**src/rtl/debounce_edge.sv**
```systemverilog
// Debouncer with registered level output and single-cycle rise/fall strobes.
// Optional saturating press counter enabled by defining DEBOUNCE_PRESS_CNT_EN.
module debounce_edge #(
  parameter int STABLE_CYCLES = 4,
  parameter int CNT_WIDTH     = 4
) (
  input  logic                 clk,
  input  logic                 rst,
  input  logic                 sync_in,
  input  logic                 cnt_clear,
  output logic                 deb_out,
  output logic                 rise_pulse,
  output logic                 fall_pulse,
  output logic [CNT_WIDTH-1:0] press_count
);

  localparam int SW = $clog2(STABLE_CYCLES + 1);
  localparam logic [SW-1:0] LAST = SW'(STABLE_CYCLES - 1);

  typedef enum logic [1:0] {
    STABLE_LO,
    WAIT_HI,
    STABLE_HI,
    WAIT_LO
  } state_t;

  state_t        state, state_nx;
  logic [SW-1:0] stab_cnt, cnt_nx;
  logic          deb_nx, rise_nx, fall_nx;

  always_comb begin
    // NOTE: every output of this block gets a default first so no path leaves it unassigned (no latches).
    state_nx = state;
    cnt_nx   = stab_cnt;
    deb_nx   = deb_out;
    rise_nx  = 1'b0;
    fall_nx  = 1'b0;
    case (state)
      STABLE_LO: begin
        if (sync_in) begin
          state_nx = WAIT_HI;
          cnt_nx   = SW'(1);
        end else begin
          cnt_nx   = '0;
        end
      end
      WAIT_HI: begin
        if (!sync_in) begin
          state_nx = STABLE_LO;
          cnt_nx   = '0;
        end else if (stab_cnt == LAST) begin
          state_nx = STABLE_HI;
          cnt_nx   = '0;
          deb_nx   = 1'b1;
          rise_nx  = 1'b1;
        end else begin
          cnt_nx   = stab_cnt + SW'(1);
        end
      end
      STABLE_HI: begin
        if (!sync_in) begin
          state_nx = WAIT_LO;
          cnt_nx   = SW'(1);
        end else begin
          cnt_nx   = '0;
        end
      end
      WAIT_LO: begin
        if (sync_in) begin
          state_nx = STABLE_HI;
          cnt_nx   = '0;
        end else if (stab_cnt == LAST) begin
          state_nx = STABLE_LO;
          cnt_nx   = '0;
          deb_nx   = 1'b0;
          fall_nx  = 1'b1;
        end else begin
          cnt_nx   = stab_cnt + SW'(1);
        end
      end
      default: begin
        state_nx = STABLE_LO;
        cnt_nx   = '0;
      end
    endcase
  end

  // Outputs are taken straight from flops; sync_in only reaches them through the next-state logic.
  always_ff @(posedge clk) begin
    // NOTE: sequential state uses non-blocking assignments so all flops update from pre-edge values.
    if (rst) begin
      state      <= STABLE_LO;
      stab_cnt   <= '0;
      deb_out    <= 1'b0;
      rise_pulse <= 1'b0;
      fall_pulse <= 1'b0;
    end else begin
      state      <= state_nx;
      stab_cnt   <= cnt_nx;
      deb_out    <= deb_nx;
      rise_pulse <= rise_nx;
      fall_pulse <= fall_nx;
    end
  end

`ifdef DEBOUNCE_PRESS_CNT_EN
  // Clear has priority over a coincident rise strobe; the count sticks at all-ones.
  always_ff @(posedge clk) begin
    if (rst || cnt_clear) begin
      press_count <= '0;
    end else if (rise_pulse && (press_count != '1)) begin
      press_count <= press_count + CNT_WIDTH'(1);
    end
  end
`else
  logic unused_cnt_clear;
  assign unused_cnt_clear = cnt_clear;
  assign press_count      = '0;
`endif

endmodule
```
**config.mk**
```make
export PLATFORM = sky130hd
export DESIGN_NAME = debounce_edge
export DESIGN_NICKNAME = d
export VERILOG_FILES = /design/src/rtl/debounce_edge.sv
export SDC_FILE = /design/constraint.sdc
export NUM_CORES = 1
export LEC_CHECK = 0
export ABC_AREA = 1
export CAP_MARGIN = 20
export CELL_PAD_IN_SITES_DETAIL_PLACEMENT = 0
export CELL_PAD_IN_SITES_GLOBAL_PLACEMENT = 1
export CORE_AREA = 2 2 39 41
export DETAILED_ROUTE_END_ITERATION = 6
export DIE_AREA = 0 0 41 43
export DONT_BUFFER_PORTS = 1
export GPL_TIMING_DRIVEN = 0
export MAX_ROUTING_LAYER = met4
export PLACE_DENSITY = 0.6
export SLEW_MARGIN = 20
export SYNTH_ARGS = -nofsm -noshare
export SYNTH_HDL_FRONTEND = slang
export SYNTH_SLANG_ARGS = --single-unit
```
**constraint.sdc**
```tcl
create_clock -name clk -period 1.44 [get_ports clk]
set_clock_uncertainty 0.05 [all_clocks]
set_input_delay 0 -clock clk [delete_from_list [all_inputs] [get_ports clk]]
set_output_delay 0 -clock clk [all_outputs]
set_load 0.02 [all_outputs]
```
==> summary.txt, run 1 <==
Routed WL per cell: 8.297 um
I/O pin count: 11
Worst EP required: 1.55 ns
worst-path fanout max: 4
Detailed Route WL: 614 um
cells after synthesis: 50
CTS Sinks: 8
Post-CTS Setup Bufs: 0
Slew Limit Fails: 0
routed vias/inst: 4.149
min cycle time layout: 1.136 ns
DIE AREA: 0.001763 mm^2
CTS tree: done
gr ovfl total: 0
CP endpoint kind: flip-flop
register area share after synthesis: 41.69%
worst skew pair latency: 0.26 ns
placed cell area: 415.4 um^2
Die H: 43 um
CTS resizes: 0
final setup violating endpoints: 0
min-delay src: rst
clock buffer depth: 2
Arr. time, crit path: 1.24 ns
drt first pass iters: 4
area leader, netlist: dfxtp_1
core area: 0.001384 mm^2
crit path from: stab_cnt[0]
Die X: 41 um
htree depth: 1
r2r worst-path depth: 6
Final ANT Viol Nets: 0
Nets: 65
n_diodes: 0
Worst Hold Path EP: state[0]
cell row count: 14
#FFs+latches synth: 8
fin crit share: 78.87%
synthesized cell area: 384.1 um^2
Reg clk slew, reported paths: 0.06 ns
crit path kind: flip-flop to flip-flop
post-route cell area: 457.9 um^2
unrepaired setup endpoints after global routing: false
layout cells sized above 1: 22.41%
Leak: 0.0002129 uW
most common cell after layout, fill and taps aside: nand2_1
CP startpoint kind: flip-flop
Initial Utilization: 27.76%
HPWL Detailed: 467 um
DR vias: 307
pin count of the biggest net entering global routing: 6
Root Buffer: clkbuf_4
first-pass GRT wire length: 1090 um
P&R area growth vs syn: 19.22%
Max Cap Viol: 0
DRC viols: 0
gr usage total: 9.907%
GPL Wtd Cong: 0.6634
status: completed
HP Class: input port to flip-flop
R2R Setup Slk: 0.30 ns
vias in the first global route: 273
Slowest Stage Delay on Critical Path: 0.33 ns
syn_area_per_cell: 7.682 um^2
synth top area cells: dfxtp_1, nand2_1, buf_4, inv_1, nor2_1
Syn. warnings: 0
Slowest-stage cell, CP: dfxtp_1
cts hold-fix bufs: 2
CTS buffer count: 3
Worst Path Buf+Inv: 1
Worst Hold Depth: 2
post-synth cell types: 17
crit-path cells: ha_1 > inv_1 > nor2_2 > nand2_1 > o21ai_0 > nor2_1
most frequent cells in the layout: nand2_1, inv_1, dfxtp_1
initial antenna violation count: 0
setup TNS: 0 ns
cell area power density: 984.9 mW/mm^2
maximum VDD drop: 354.8 uV
Yosys top cell area share: 41.69%
fmax: 880.5 MHz
crit-path leading delay family: flip-flops
launching point of the worst reg2reg path: stab_cnt[0]
final hold vios: 0
DRT iter0 DRCs: 5
Buffers on Ports: 0
where the power goes:
part           total (uW)  switching, uW  internal, uW
registers             228           2.97           225
logic                43.5           25.5          17.9
clock network         180           83.7          95.9
per-layer routing:
| layer | global-route usage, % | routed length [um] | vias to the layer above |
|---|---|---|---|
| li1 | - | - | 167 |
| met1 | 12.66 | 260 | 127 |
| met2 | 11.25 | 290 | 11 |
| met3 | 3.141 | 47 | 2 |
| met4 | 10.00 | 15 | 0 |
| met5 | - | 0 | - |
worst max-delay path by stage:
stage                     slack, ns  cells after the start         to
after floorplan                0.41                      6  flip-flop
after global placement         0.29                      6  flip-flop
after detailed placement       0.30                      6  flip-flop
after CTS                      0.29                      6  flip-flop
after global routing           0.16                      6  flip-flop
final                          0.30                      6  flip-flop
cells in the mapped netlist (all sizes together):
cell	n
nand3	4
a21oi	2
nor3b	1
ha	1
o21ai	2
o22ai	1
conb	1
nand2	10
buf	4
inv	8
dfxtp	8
nand4	1
nor2	7
per-stage QoR:
stage	utilization, %	instances	total power [uW]	setup WS (ns)	hold WS, ns
detailed placement	30.02	69	269.7	0.3033	0.02142
floorplan	-	53	266.1	0.4142	0.01951
finish	33.09	74	451.0	0.3043	0.3703
global placement	30.02	69	269.8	0.2914	0.02093
global route	33.09	74	482.1	0.1619	0.3785
CTS	33.09	74	455.1	0.2889	0.3616
cells by family after synthesis:
| logic type | after synthesis | share of synthesized area (%) |
|---|---|---|
| other | 1 | 0.9763 |
| flip-flops | 8 | 41.69 |
| buffers and inverters | 12 | 15.64 |
| AND/OR/NAND/NOR | 23 | 30.62 |
| AO/OA/AOI/OAI | 5 | 7.818 |
| adder cells (fa/ha/maj) | 1 | 3.257 |
layout make-up:
type                            count  area [um^2]
Buffer                              4        30.03
Clock buffer                        3        22.52
Fill cell                         141        925.9
Inverter                            8        30.03
Multi-Input combinational cell     33        175.2
Sequential cell                     8        160.2
Tap cell                           16        20.02
Timing Repair Buffer                2        20.02
(Power assumes the default switching activity.)
==> inputs of run 2 (changes only) <==
Clock period 1.44 ns to 1.15 ns, I/O delays scaled along.
==> run 2 against run 1 <==
Net effect:
- non-clock buffer count unchanged
- worst hold slack worse by 0.00093 ns
- combinational power up 26%
- routed wire length up 1.3%
- die area unchanged
- setup slack worse by 0.23 ns
- clock-buffer cell count unchanged
- sequential cell count unchanged
- global-route usage unchanged
- via count down 0.65%
- maximum frequency up 5.9%
- clock power up 25%
- highest routed layer unchanged
==> summary.txt, run 2 (synthesis gave the netlist of run 1 again) <==
status: completed (unchanged)
Nets: 65 (unchanged)
DIE AREA: 0.001763 mm^2 (unchanged)
HP Class: input port to flip-flop (unchanged)
layout cells sized above 1: 29.31% (was 22.41%)
pin count of the biggest net entering global routing: 6 (unchanged)
Place WS: 0.01334 ns (was 0.3033 ns)
Post-CTS Setup Bufs: 0 (unchanged)
Worst EP required: 1.24 ns (was 1.55 ns)
vias in the first global route: 273 (unchanged)
cell area power density: 1206 mW/mm^2 (was 984.9 mW/mm^2)
P&R area growth vs syn: 22.15% (was 19.22%)
Arr. time, crit path: 1.17 ns (was 1.24 ns)
Final ANT Viol Nets: 0 (unchanged)
GPL Wtd Cong: 0.6634 (unchanged)
Die X: 41 um (unchanged)
Initial Utilization: 27.76% (unchanged)
Leak: 0.0002106 uW (was 0.0002129 uW)
fin crit share: 93.27% (was 78.87%)
final setup violating endpoints: 0 (unchanged)
Max Cap Viol: 0 (unchanged)
routed vias/inst: 4.122 (was 4.149)
drt first pass iters: 4 (unchanged)
most frequent cells in the layout: nand2_1, inv_1, dfxtp_1 (unchanged)
DRC viols: 0 (unchanged)
CTS tree: done (unchanged)
min cycle time layout: 1.073 ns (was 1.136 ns)
initial antenna violation count: 0 (unchanged)
final hold vios: 0 (unchanged)
crit path kind: flip-flop to flip-flop (unchanged)
worst skew pair latency: 0.26 ns (about the same)
R2R Setup Slk: 0.08 ns (was 0.30 ns)
DR vias: 305 (was 307)
first-pass GRT wire length: 1090 um (unchanged)
gr ovfl total: 0 (unchanged)
Detailed Route WL: 622 um (was 614 um)
I/O pin count: 11 (unchanged)
Slew Limit Fails: 0 (unchanged)
cell row count: 14 (unchanged)
placed cell area: 415.4 um^2 (unchanged)
DRT iter0 DRCs: 5 (unchanged)
n_diodes: 0 (unchanged)
Die H: 43 um (unchanged)
worst-path fanout max: 4 (unchanged)
CP startpoint kind: flip-flop (unchanged)
Fillers: 137 (was 141)
Routed WL per cell: 8.405 um (was 8.297 um)
Root Buffer: clkbuf_4 (unchanged)
core area: 0.001384 mm^2 (unchanged)
PnR Total Power: 565.8 uW (was 451.0 uW)
unrepaired setup endpoints after global routing: true (was false)
CTS buffer count: 3 (unchanged)
final worst setup slack: 0.07738 ns (was 0.3043 ns)
clock buffer depth: 2 (unchanged)
HPWL Detailed: 467 um (unchanged)
maximum VDD drop: 447.9 uV (was 354.8 uV)
final design utilization: 33.91% (was 33.09%)
fmax: 932.3 MHz (was 880.5 MHz)
CP endpoint kind: flip-flop (unchanged)
Buffers on Ports: 0 (unchanged)
post-route cell area: 469.2 um^2 (was 457.9 um^2)
most common cell after layout, fill and taps aside: nand2_1 (unchanged)
Reg clk slew, reported paths: 0.06 ns (about the same)
CTS Sinks: 8 (unchanged)
htree depth: 1 (unchanged)
gr usage total: 9.907% (unchanged)
[run 2: cell counts in the layout (fill, tap and decap cells not counted)]
Identical to the previous run, type by type.
[run 2: path summary, 6_finish.rpt]
kind	start	to	cells after the start
max	stab_cnt[0]	deb_out	6
min	rst	state[0]	2
max reg2reg	stab_cnt[0]	deb_out	6
min reg2reg	stab_cnt[2]	stab_cnt[2]	2
[run 2: report_power, final]
part	total (uW)	internal [uW]	switching, uW
Clock	225	120	105
Sequential	286	282	4.18
Combinational	54.8	22.6	32.1
Total	566	425	141
[run 2: per-layer routing]
layer,up-vias,track usage [%],part of all wire [%]
met5,-,-,0
met4,0,10.00,2.4
met3,2,3.141,5.9
met2,7,11.25,47
met1,128,12.66,45
li1,168,-,-
[run 2: worst max-delay path, cell delays in order, from the launching register on]
cell and delay [ns]:
dfxtp_2 0.33, ha_2 0.17, inv_2 0.05, nor2_4 0.12, nand2_2 0.08, nor2_1 0.10, o22ai_1 0.07
[run 2: what timing repair did]
item	4_1_cts	5_1_grt
resized for setup	1	5
setup endpoints to repair	1	3
pin swaps	0	1
hold buffers	2	0
endpoints found under the hold margin	8	0
[run 2: layout make-up]
class / count / area (um^2) / share of cell area, %
inverter: 8 / 30.03 / 6.400
tap: 16 / 20.02 / 4.267
sequential: 8 / 161.4 / 34.40
multi-input combinational: 33 / 185.2 / 39.47
timing repair buffer: 2 / 20.02 / 4.267
clock buffer: 3 / 22.52 / 4.800
buffer: 4 / 30.03 / 6.400
[run 2: per-stage QoR]
| stage | cells | hold slack [ns] | setup TNS [ns] |
|---|---|---|---|
| floorplan | 53 | 0.01951 | 0 |
| global placement | 69 | 0.02093 | 0 |
| detailed placement | 69 | 0.02142 | 0 |
| CTS | 74 | 0.3616 | 0 |
| global route | 74 | 0.3784 | -0.01823 |
| finish | 74 | 0.3693 | 0 |
